--- src/rtl/piso_tx_if.sv ---
// Handshake and serial-output bundle for piso_tx.
//   in_data    source -> tx   parallel word to transmit
//   in_valid   source -> tx   in_data is valid this cycle
//   in_ready   tx -> source   tx accepts a word this cycle
//   sout       tx -> fifo     serial data bit, LSB first
//   sout_valid tx -> fifo     sout carries a payload bit
//   tx_done    tx -> source   pulse with the last bit of a word
interface piso_tx_if #(
    parameter int unsigned WIDTH = 4
);
    logic [WIDTH-1:0] in_data;
    logic             in_valid;
    logic             in_ready;
    logic             sout;
    logic             sout_valid;
    logic             tx_done;

    // Master: word source / serial sink side.
    modport master (
        output in_data,
        output in_valid,
        input  in_ready,
        input  sout,
        input  sout_valid,
        input  tx_done
    );

    // Slave: the transmitter itself.
    modport slave (
        input  in_data,
        input  in_valid,
        output in_ready,
        output sout,
        output sout_valid,
        output tx_done
    );
endinterface

--- src/rtl/piso_tx.sv ---
// Parallel-in, serial-out transmitter. Takes a WIDTH-bit word on a
// valid/ready handshake and sends it LSB first, one bit per clock, to a
// downstream serial-in shift register. Back-to-back words stream with no gap.
//   clk   rising-edge clock
//   rst   synchronous, active-high reset
//   bus   piso_tx_if slave: in_data/in_valid/in_ready handshake,
//         registered sout/sout_valid/tx_done
module piso_tx #(
    parameter int unsigned WIDTH = 4
) (
    input  logic       clk,
    input  logic       rst,
    piso_tx_if.slave   bus
);
    localparam int unsigned CNT_W = (WIDTH > 1) ? $clog2(WIDTH) : 1;
    localparam logic [CNT_W-1:0] CNT_LAST   = CNT_W'(WIDTH - 1);
    localparam logic [CNT_W-1:0] CNT_PENULT = CNT_W'(WIDTH - 2);

    typedef enum logic {
        ST_IDLE,
        ST_SHIFT
    } state_e;

    state_e           state_q, state_d;
    logic [WIDTH-1:0] shreg_q, shreg_d;
    logic [CNT_W-1:0] cnt_q, cnt_d;
    logic             sout_q, sout_d;
    logic             sout_valid_q, sout_valid_d;
    logic             tx_done_q, tx_done_d;

    logic             last_bit;
    logic             in_ready;
    logic             accept;

    // Ready in idle, and also during the last bit so the next word follows with no gap.
    assign last_bit = (state_q == ST_SHIFT) && (cnt_q == CNT_LAST);
    assign in_ready = !rst && ((state_q == ST_IDLE) || last_bit);
    assign accept   = bus.in_valid && in_ready;

    // Next-state and next-output logic; sout/sout_valid/tx_done describe the following cycle.
    always_comb begin
        state_d      = state_q;
        shreg_d      = shreg_q;
        cnt_d        = cnt_q;
        sout_d       = 1'b0;
        sout_valid_d = 1'b0;
        tx_done_d    = 1'b0;

        if (accept) begin
            state_d      = ST_SHIFT;
            shreg_d      = bus.in_data;
            cnt_d        = '0;
            sout_d       = bus.in_data[0];
            sout_valid_d = 1'b1;
        end else begin
            case (state_q)
                ST_IDLE: begin
                    state_d = ST_IDLE;
                end
                ST_SHIFT: begin
                    if (last_bit) begin
                        state_d = ST_IDLE;
                        shreg_d = '0;
                        cnt_d   = '0;
                    end else begin
                        shreg_d      = shreg_q >> 1;
                        cnt_d        = cnt_q + CNT_W'(1);
                        sout_d       = shreg_q[1];
                        sout_valid_d = 1'b1;
                        // Next cycle carries the final bit of the word.
                        tx_done_d    = (cnt_q == CNT_PENULT);
                    end
                end
                default: begin
                    state_d = ST_IDLE;
                end
            endcase
        end
    end

    // State and output registers.
    always_ff @(posedge clk) begin
        if (rst) begin
            state_q      <= ST_IDLE;
            shreg_q      <= '0;
            cnt_q        <= '0;
            sout_q       <= 1'b0;
            sout_valid_q <= 1'b0;
            tx_done_q    <= 1'b0;
        end else begin
            state_q      <= state_d;
            shreg_q      <= shreg_d;
            cnt_q        <= cnt_d;
            sout_q       <= sout_d;
            sout_valid_q <= sout_valid_d;
            tx_done_q    <= tx_done_d;
        end
    end

    assign bus.in_ready   = in_ready;
    assign bus.sout       = sout_q;
    assign bus.sout_valid = sout_valid_q;
    assign bus.tx_done    = tx_done_q;
endmodule
--- src/flat_wrapper.sv ---
// flat-port wrapper written by rule: the top's interface ports become plain ports
module piso_tx_flat 
#(
    parameter int unsigned WIDTH = 4
)
  (clk, rst, bus_in_data, bus_in_valid, bus_in_ready, bus_sout, bus_sout_valid, bus_tx_done);
  piso_tx_if #(.WIDTH(WIDTH)) bus_i ();
  input  logic clk;
  input  logic rst;
  input wire logic [$bits(bus_i.in_data)-1:0] bus_in_data;
  input wire logic [$bits(bus_i.in_valid)-1:0] bus_in_valid;
  output wire logic [$bits(bus_i.in_ready)-1:0] bus_in_ready;
  output wire logic [$bits(bus_i.sout)-1:0] bus_sout;
  output wire logic [$bits(bus_i.sout_valid)-1:0] bus_sout_valid;
  output wire logic [$bits(bus_i.tx_done)-1:0] bus_tx_done;
  assign bus_i.in_data = bus_in_data;
  assign bus_i.in_valid = bus_in_valid;
  assign bus_in_ready = bus_i.in_ready;
  assign bus_sout = bus_i.sout;
  assign bus_sout_valid = bus_i.sout_valid;
  assign bus_tx_done = bus_i.tx_done;
  piso_tx #(.WIDTH(WIDTH)) u_core (.clk(clk), .rst(rst), .bus(bus_i));
endmodule
--- config.mk ---
export PLATFORM = sky130hd
export DESIGN_NAME = piso_tx_flat
export DESIGN_NICKNAME = d
export VERILOG_FILES = /design/src/rtl/piso_tx_if.sv /design/src/rtl/piso_tx.sv /design/src/flat_wrapper.sv
export SDC_FILE = /design/constraint.sdc
export NUM_CORES = 1
export LEC_CHECK = 0
export BUFFER_PORTS_ARGS = -buffer_cell sky130_fd_sc_hd__clkbuf_2
export CORE_AREA = 3 3 40 42
export DETAILED_ROUTE_END_ITERATION = 10
export DIE_AREA = 0 0 43 45
export SLEW_MARGIN = 30
export SYNTH_ARGS = -nofsm -noshare
export SYNTH_HDL_FRONTEND = slang
export SYNTH_SLANG_ARGS = --single-unit
export TNS_END_PERCENT = 1
--- constraint.sdc ---
create_clock -name clk -period 1.9 [get_ports clk]
set_input_delay 0.19 -clock clk [delete_from_list [all_inputs] [get_ports clk]]
set_output_delay 0.19 -clock clk [all_outputs]
set_load 0.02 [all_outputs]
==> results.ini <==
[die]
rows = 13
core_um2 = 1280
initial_core_util_pct = 28.7
ios = 11
die_w_um = 43
dieArea_um2 = 1940
dieHeight_um = 45

[global_route]
overflow = 0
grt_pass1_wl_mm = 1.14
grt_start_max_net_pins = 12
grt_use_met2_pct = 12.0
grt_use_total_pct = 8.02
grt.met3_usage_pct = 3.59
use_met1_pct = 8.52
antenna_found_initial = 0
busiest_layer = met2
first_global_vias = 295

[clocking]
cts_setup_buffers = 0
holdBufCountCts = 0
cts_made_buffers = 3
cts_tree = done
clk_latency_ns = 0.25
cts_sinks = 8
clock_path_buffers = 2
root_buffer = clkbuf_4
cts_resized = 0
cts_max_level = 1
path_clk_slew_ns = 0.06

[setup_path]
startpoint = u_core.cnt_q[0]
r2r_start = u_core.cnt_q[0]
r2r_end = u_core.bus.sout
critPathLaunchType = flop
critPathCaptureType = output port
arrival_ns = 1.48
ff2ff_setup_slack_ns = 0.58
cp_data_required_time_ns = 1.71
rr_worst_depth = 4
endpoint = bus_in_ready
crit_type = reg2out
path_max_fanout = 8

[sta]
slew_violations = 0
finalCritPeriodShare_pct = 87.9
setup_tns_ns = 0
maxSlewHeadroom_pct = 69.5
tightest_slew_ns = 0.457
hold_viol = 0
clock_skew_ns = 0.00349
min_period_ns = 1.67
finalSetupViolations = 0
max_freq_ghz = 0.599
rsz0062_at_grt = no

[cells_and_area]
final_common_cell = clkbuf_2
diodes = 0
final_nets = 60
finish.utilization_pct = 34.3
area_growth_pct = 19.3
final_cell_mix = clkbuf_2, dfxtp_1, nor2_1
fillers = 137
post-route-cell-area_um2 = 440
stdcell_count = 64
drive_gt1_share_pct = 26.5

[route]
routedWlPerCell_um = 10.8
vias = 314
dr.pass1.iters = 4
drt-initial-drc-count = 10
drc = 0
via_per_inst = 4.91
ant_nets = 0
wirelength_um = 692

[yosys]
yosys_register_bits = 8
syn-instance-count = 39
synth_area_um2 = 369
avgSynthCellArea_um2 = 9.46
synth_cell_types = 19
syn_nets = 48
yosysSeqAreaShare_pct = 43.4
ys_warn_count = 0

[placed_design]
placed_area_um2 = 418
dp_hpwl_um = 519
gp_congestion = 0.735
port_buffers = 10
place_inst = 61

[pwr]
total_power_mw = 0.360
p_leak_nw = 0.198
ir_drop_mv = 0.203
p_per_area_nw_per_um2 = 816

[status]
status = complete, no violations

[job]
drv_cap = 0

[min_path]
hold_class = in2reg

## critical path, cell delays in order (launching register included)
cell and delay, ns:
dfxtp_1 0.32, ha_1 0.25, nor2b_1 0.40, nor2_1 0.08, clkbuf_2 0.17
## synthesized netlist by cell type (all sizes together)
cell type / instances / area share, %
nor2b: 1 / 1.7
o21ai: 1 / 1.4
buf: 2 / 4.4
dfxtp: 8 / 43
nand4b: 1 / 2.4
o22ai: 2 / 3.4
ha: 2 / 6.8
nor2: 5 / 5.1
or2: 1 / 1.7
inv: 1 / 1.0
nor3b: 2 / 4.1
and3b: 1 / 2.4
a21oi: 4 / 5.4
nand2: 1 / 1.0
clkbuf: 1 / 1.0
a32oi: 2 / 4.7
mux2i: 3 / 8.1
nand3b: 1 / 2.0
## power breakdown
group	leakage (nW)	total (mW)	switching (mW)	internal [mW]
Sequential	0.0656	0.182	0.00579	0.177
Combinational	0.118	0.0464	0.0265	0.0199
Clock	0.0138	0.131	0.0584	0.0723
Total	0.198	0.360	0.0907	0.269
## state kept, by name, summed over array words and instances (netlist names)
| signal | count |
|---|---|
| u_core.bus.sout | 1 |
| u_core.bus.tx_done | 1 |
| u_core.cnt_q | 2 |
| u_core.shreg_q | 3 |
| u_core.state_q | 1 |
## cell type report
class	count	area [µm²]	area share, %
sequential	8	160	36.4
tap	15	18.8	4.26
multi-input combinational	27	185	42.0
timing repair buffer	10	50.0	11.4
clock buffer	3	22.5	5.11
inverter	1	3.75	0.852
## metal layers
layer | vias up | wire length (µm)
met5 | - | 0
met1 | 137 | 302
met4 | 0 | 19
met2 | 14 | 308
li1 | 160 | -
met3 | 3 | 62
## metrics by stage
step           hold WS, ns  setup slack [ns]
6_report             0.184             0.230
5_1_grt              0.199             0.147
4_1_cts              0.181             0.230
3_5_place_dp         0.451             0.521
3_3_place_gp         0.452             0.565
2_1_floorplan        0.354             0.708
## kinds of logic (layout without fill, tap and decap cells)
group	count (synthesis)	after routing	synth area share [%]
AND/OR/NAND/NOR	13	13	20.3
AO/OA/AOI/OAI	9	9	14.9
adder cells (fa/ha/maj)	2	2	6.78
flip-flops	8	8	43.4
buffers and inverters	4	14	6.44
multiplexers	3	3	8.14
## worst min path at each step
stage,startpoint,to,slack (ns),cells past startpoint
2_1_floorplan,bus_in_data[0],u_core.bus.sout,0.35,2
3_3_place_gp,u_core.shreg_q[1],u_core.bus.sout,0.45,2
3_5_place_dp,u_core.shreg_q[1],u_core.bus.sout,0.45,2
4_1_cts,bus_in_data[0],u_core.bus.sout,0.18,3
5_1_grt,bus_in_data[0],u_core.bus.sout,0.20,3
6_report,bus_in_data[0],u_core.bus.sout,0.18,3
No activity file was read; power rests on OpenSTA's default activity.
